File: src/rtl/ps_window_mc.sv
// ps_window_mc: multi-channel block signal-power estimator (per-channel sum of squares over 2^WIN_LOG2 samples).
// Optional macro PS_MEAN_EN: emit the block mean (sum >> WIN_LOG2) instead of the raw sum.
module ps_window_mc #(
   parameter int DATA_WIDTH   = 16,
   parameter int CH_NUM       = 4,
   parameter int WIN_LOG2     = 8,
   parameter int OUTPUT_WIDTH = 40,
   localparam int CH_W        = (CH_NUM > 1) ? $clog2(CH_NUM) : 1
) (
   input  logic                           clk,
   input  logic                           rst,
   input  logic                           en,
   input  logic signed [DATA_WIDTH-1:0]   din,
   input  logic        [CH_W-1:0]         ch,
   output logic signed [OUTPUT_WIDTH-1:0] dout,
   output logic        [CH_W-1:0]         dout_ch,
   output logic                           data_valid,
   output logic                           sat
);

   localparam int SQ_W  = 2 * DATA_WIDTH;
   localparam int ACC_W = SQ_W + WIN_LOG2;
   localparam int CMP_W = (ACC_W > OUTPUT_WIDTH) ? ACC_W : OUTPUT_WIDTH;
   localparam logic [CH_W:0]         CH_LIM   = (CH_W + 1)'(CH_NUM);
   localparam logic [WIN_LOG2-1:0]   CNT_LAST = '1;
   localparam logic [WIN_LOG2-1:0]   CNT_ONE  = WIN_LOG2'(1);
   localparam logic [CMP_W-1:0]      OUT_MAX  = CMP_W'({(OUTPUT_WIDTH - 1){1'b1}});

   function automatic logic [ACC_W-1:0] scale(input logic [ACC_W-1:0] x);
`ifdef PS_MEAN_EN
      return x >> WIN_LOG2;
`else
      return x;
`endif
   endfunction

   // Returns {saturated flag, clamped value}.
   function automatic logic [OUTPUT_WIDTH:0] saturate(input logic [ACC_W-1:0] x);
      logic [CMP_W-1:0] xw;
      xw = CMP_W'(x);
      if (xw > OUT_MAX) return {1'b1, OUT_MAX[OUTPUT_WIDTH-1:0]};
      return {1'b0, xw[OUTPUT_WIDTH-1:0]};
   endfunction

   logic signed [SQ_W-1:0]         din_x;
   logic signed [SQ_W-1:0]         prod;

   logic                           vld_p1_d, vld_p1_q;
   logic        [SQ_W-1:0]         sq_p1_d, sq_p1_q;
   logic        [CH_W-1:0]         ch_p1_d, ch_p1_q;

   logic        [ACC_W-1:0]        acc_d [CH_NUM];
   logic        [ACC_W-1:0]        acc_q [CH_NUM];
   logic        [WIN_LOG2-1:0]     cnt_d [CH_NUM];
   logic        [WIN_LOG2-1:0]     cnt_q [CH_NUM];
   logic        [ACC_W-1:0]        acc_sum;
   logic                           last;

   logic                           vld_p2_d, vld_p2_q;
   logic        [ACC_W-1:0]        res_p2_d, res_p2_q;
   logic        [CH_W-1:0]         ch_p2_d, ch_p2_q;

   logic        [OUTPUT_WIDTH:0]   sat_res;
   logic signed [OUTPUT_WIDTH-1:0] dout_d, dout_q;
   logic        [CH_W-1:0]         dout_ch_d, dout_ch_q;
   logic                           data_valid_d, data_valid_q;
   logic                           sat_d, sat_q;

   assign din_x = SQ_W'(din);
   assign prod  = din_x * din_x;

   always_comb begin
      // stage 1: square and channel filter
      vld_p1_d = en && ({1'b0, ch} < CH_LIM);
      sq_p1_d  = $unsigned(prod);
      ch_p1_d  = ch;

      // stage 2: per-channel accumulate; the block's last sample clears its slot
      acc_d    = acc_q;
      cnt_d    = cnt_q;
      acc_sum  = acc_q[ch_p1_q] + ACC_W'(sq_p1_q);
      last     = (cnt_q[ch_p1_q] == CNT_LAST);
      vld_p2_d = vld_p1_q && last;
      res_p2_d = acc_sum;
      ch_p2_d  = ch_p1_q;
      if (vld_p1_q) begin
         if (last) begin
            acc_d[ch_p1_q] = '0;
            cnt_d[ch_p1_q] = '0;
         end else begin
            acc_d[ch_p1_q] = acc_sum;
            cnt_d[ch_p1_q] = cnt_q[ch_p1_q] + CNT_ONE;
         end
      end

      // stage 3: scale, saturate, present
      sat_res      = saturate(scale(res_p2_q));
      data_valid_d = vld_p2_q;
      sat_d        = vld_p2_q && sat_res[OUTPUT_WIDTH];
      dout_d       = dout_q;
      dout_ch_d    = dout_ch_q;
      if (vld_p2_q) begin
         dout_d    = $signed(sat_res[OUTPUT_WIDTH-1:0]);
         dout_ch_d = ch_p2_q;
      end
   end

   always_ff @(posedge clk or posedge rst) begin
      if (rst) begin
         vld_p1_q     <= 1'b0;
         vld_p2_q     <= 1'b0;
         acc_q        <= '{default: '0};
         cnt_q        <= '{default: '0};
         dout_q       <= '0;
         dout_ch_q    <= '0;
         data_valid_q <= 1'b0;
         sat_q        <= 1'b0;
      end else begin
         vld_p1_q     <= vld_p1_d;
         vld_p2_q     <= vld_p2_d;
         acc_q        <= acc_d;
         cnt_q        <= cnt_d;
         dout_q       <= dout_d;
         dout_ch_q    <= dout_ch_d;
         data_valid_q <= data_valid_d;
         sat_q        <= sat_d;
      end
   end

   // Payload registers are qualified by the valids, so they carry no reset.
   always_ff @(posedge clk) begin
      sq_p1_q  <= sq_p1_d;
      ch_p1_q  <= ch_p1_d;
      res_p2_q <= res_p2_d;
      ch_p2_q  <= ch_p2_d;
   end

   assign dout       = dout_q;
   assign dout_ch    = dout_ch_q;
   assign data_valid = data_valid_q;
   assign sat        = sat_q;

endmodule

File: config.mk
export PLATFORM = sky130hd
export DESIGN_NAME = ps_window_mc
export DESIGN_NICKNAME = d
export VERILOG_FILES = /design/src/rtl/ps_window_mc.sv
export SDC_FILE = /design/constraint.sdc
export NUM_CORES = 1
export LEC_CHECK = 0
export ABC_AREA = 1
export CAP_MARGIN = 20
export CORE_MARGIN = 10
export CORE_UTILIZATION = 50
export CTS_CLUSTER_SIZE = 25
export DETAILED_ROUTE_END_ITERATION = 10
export PLACE_DENSITY = 0.67
export SYNTH_ARGS = -nofsm -noshare
export SYNTH_HDL_FRONTEND = slang
export SYNTH_SLANG_ARGS = --single-unit
export TNS_END_PERCENT = 50
File: constraint.sdc
create_clock -name clk -period 10.15 [get_ports clk]
set_input_delay 1.5225 -clock clk [delete_from_list [all_inputs] [get_ports clk]]
set_output_delay 1.5225 -clock clk [all_outputs]
set_load 0.01 [all_outputs]
==> metrics <==
outcome=finished, final reports clean; Cell Rows=roughly 80; Mapped Area=between 0.02 and 0.025 mm^2; crit start category=input port; syn_nets=roughly 3.2k; final antenna-violating net count=0; Avg Cell Area, Syn=roughly 8.3 um^2; H-tree depth=1; post-synth top area cell=dfrtp_1; Synth Register Bits=approximately 310; maximum root-to-sink buffer count=3; clk_skew=approximately 28 ps; clock slew at reported path FFs=around 60 ps; Via density=~5.2; Fill cells=4326; sequential fraction of the synthesis area=31.5%; Remaining Overflow, GRT=0; DIE WIDTH=between 200 and 250 um; core footprint=approximately 0.047 mm^2; CTS Hold Bufs=0; synth top area cells=dfrtp_1, fa_1, nand2_1; number of global-route vias before repair=~19k; max incr delay on CP=1060 ps; Slowest-stage cell, CP=clkdlybuf4s50_1; Worst EP required=10610 ps; RSZ-0062 raised after global routing=no; area of the multi-input gates=between 0.01 and 0.015 mm^2; n_diodes=0; post-synthesis instance total=about 2.8k; I/O pins=65; DRC=0; setup bufs post-CTS=0; Critical Setup Path Class=input port to register; post-DP HPWL=around 45000 um; latest clock arrival within the worst-skew pair=between 500 and 600 ps; CTS Buf Count=31; # setup viols final=0; DRT iter0 DRCs=about 1.2k; clk root buf=clkbuf_16; fin area=approximately 0.026 mm^2; synthesis-to-layout area growth=9.66%; CP cell instances=clkdlybuf4s50_1, clkinv_1, nor2_1, xnor2_1, ha_1, a31o_2, fa_1, fa_1, fa_1, fa_1, inv_1, fa_1, inv_1, ha_1, nand2_1, inv_1, nand2_1, nor3_1, nand4_1, nand3_1, a21oi_1, xnor2_1; Max Clk Rate=approximately 0.14 GHz; worst slew pin tran=about 1100 ps; Crit path top cell by count=fa_1; Layout Cells excl Fill=approximately 3.5k; Main synth FF type=dfrtp_1; max cap viols=0; Hold Slack=approximately 420 ps; Die ar.=~0.056 mm^2; commonest cells after routing, fill and taps aside=nand2_1, inv_1, dfrtp_1, fa_1, nor2_1; Post-synth ARST share=between 70% and 80%; final worst path period share=72.6%; Rel. slew slack=29.7%; nets=around 3.2k; YS warnings=0; global-route wire length before repair=about 100000 um; share of layout cells above drive strength 1=under 10%; Data arrival, critical path=slightly below 8000 ps; largest net degree at the start of global routing=just over 90; clk sinks=approximately 310; Post-synth EDFFs=0; Final Hold Fails=0; register area=0.00746 mm^2; number of port buffers=between 60 and 70; area share of the largest cell type after synthesis=about a quarter; CTS tree=done; initial antenna violation count=0; minimum clock period=7370 ps; Vias=18.2k; Starting Density=about 51%; Max Slew Vio Count=0; Critical Path Fanout Max=23; commonest non-fill, non-tap cell in the layout=nand2_1; routability cong.=between 0.9 and 1; Reg2Reg Setup Slack=around 5700 ps; CP Capture Type=register; Hold Path Class=register to register; DIE HEIGHT=238 um; first drt pass iteration count=5; Total GRT Usage=a little over a fifth; routed wire length=58400 um; Resize count post-CTS=0; Cell Area, Placed=between 0.02 and 0.025 mm^2; Inst Count DP=3440; Unique masters post-synth=43; routed len/inst=16.7 um; setup TNS=0 ps
[registers in the layout, summed over array words and instances (netlist names)]
name,flops
acc_q,160
ch_p1_q,2
ch_p2_q,2
cnt_q,32
data_valid,1
data_valid_d,1
dout,40
dout_ch,2
res_p2_q,40
sat,1
sq_p1_q,31
vld_p1_q,1
[layout make-up]
| class | count | area share, % |
|---|---|---|
| clock buffer | 44 | 3.41 |
| inverter | 576 | 8.36 |
| sequential | 313 | 28.7 |
| clock inverter | 14 | 0.646 |
| multi-input combinational | 1860 | 52.7 |
| tap | 607 | 2.93 |
| timing repair buffer | 85 | 3.23 |
[worst max-delay path, delay by kind of cell]
family	cells	cell delay, ps
adder cells (fa/ha/maj)	7	2920
AO/OA/AOI/OAI	2	310
AND/OR/NAND/NOR	6	1010
XOR/XNOR	2	240
buffers and inverters	5	1800
[metal layers]
metal  GRT usage [%]  vias to the layer above  share of wire (%)
li1                -                     8780                  -
met1            27.6                     8896                 45
met2            36.6                      397                 48
met3            1.55                       87                3.8
met4            6.45                        0                2.8
met5               0                        -                  0
[logic make-up after synthesis]
kind of cell | synth area share [%]
flops | 31.5
mux | 2.28
buf+inv | 10.8
simple gates | 16.7
compound gates | 9.78
fa+ha+maj | 26.3
xor+xnor | 2.63
[through the flow]
stage	setup WS [ps]	utilization [%]
floorplan	2100	-
global placement	2360	53.2
detailed placement	2190	53.3
CTS	2800	55.5
global route	2360	55.6
finish	2780	55.6
[cells in the mapped netlist, types with 15 or more instances]
master	instances
ha_1	122
a22oi_1	37
dfrtp_1	238
fa_1	234
dfxtp_1	75
and2_1	16
o21bai_1	17
or2_2	16
inv_1	567
a21oi_1	167
clkbuf_1	77
nand3_1	64
xnor2_1	24
xor2_1	47
o221ai_1	24
nor2_1	175
nand2_1	682
nor3_1	15
o21ai_0	82
o21a_1	27
mux2i_1	54
[worst paths after layout]
| kind | from | end | cells after the start |
|---|---|---|---|
| hold / removal | ch_p2_q[1] | dout_ch[1] | 2 |
| setup reg to reg | ch_p1_q[0] | acc_q[23] | 16 |
| setup / recovery | din[15] | sq_p1_q[25] | 22 |
| min in group asynchronous | rst | acc_q[17] | 2 |
| max in group asynchronous | rst | acc_q[76] | 3 |
| hold reg to reg | ch_p2_q[1] | dout_ch[1] | 2 |
Power is left out: the tool's default activity adds up to more than one toggle a clock period on the data nets, which glitch-free logic cannot reach.
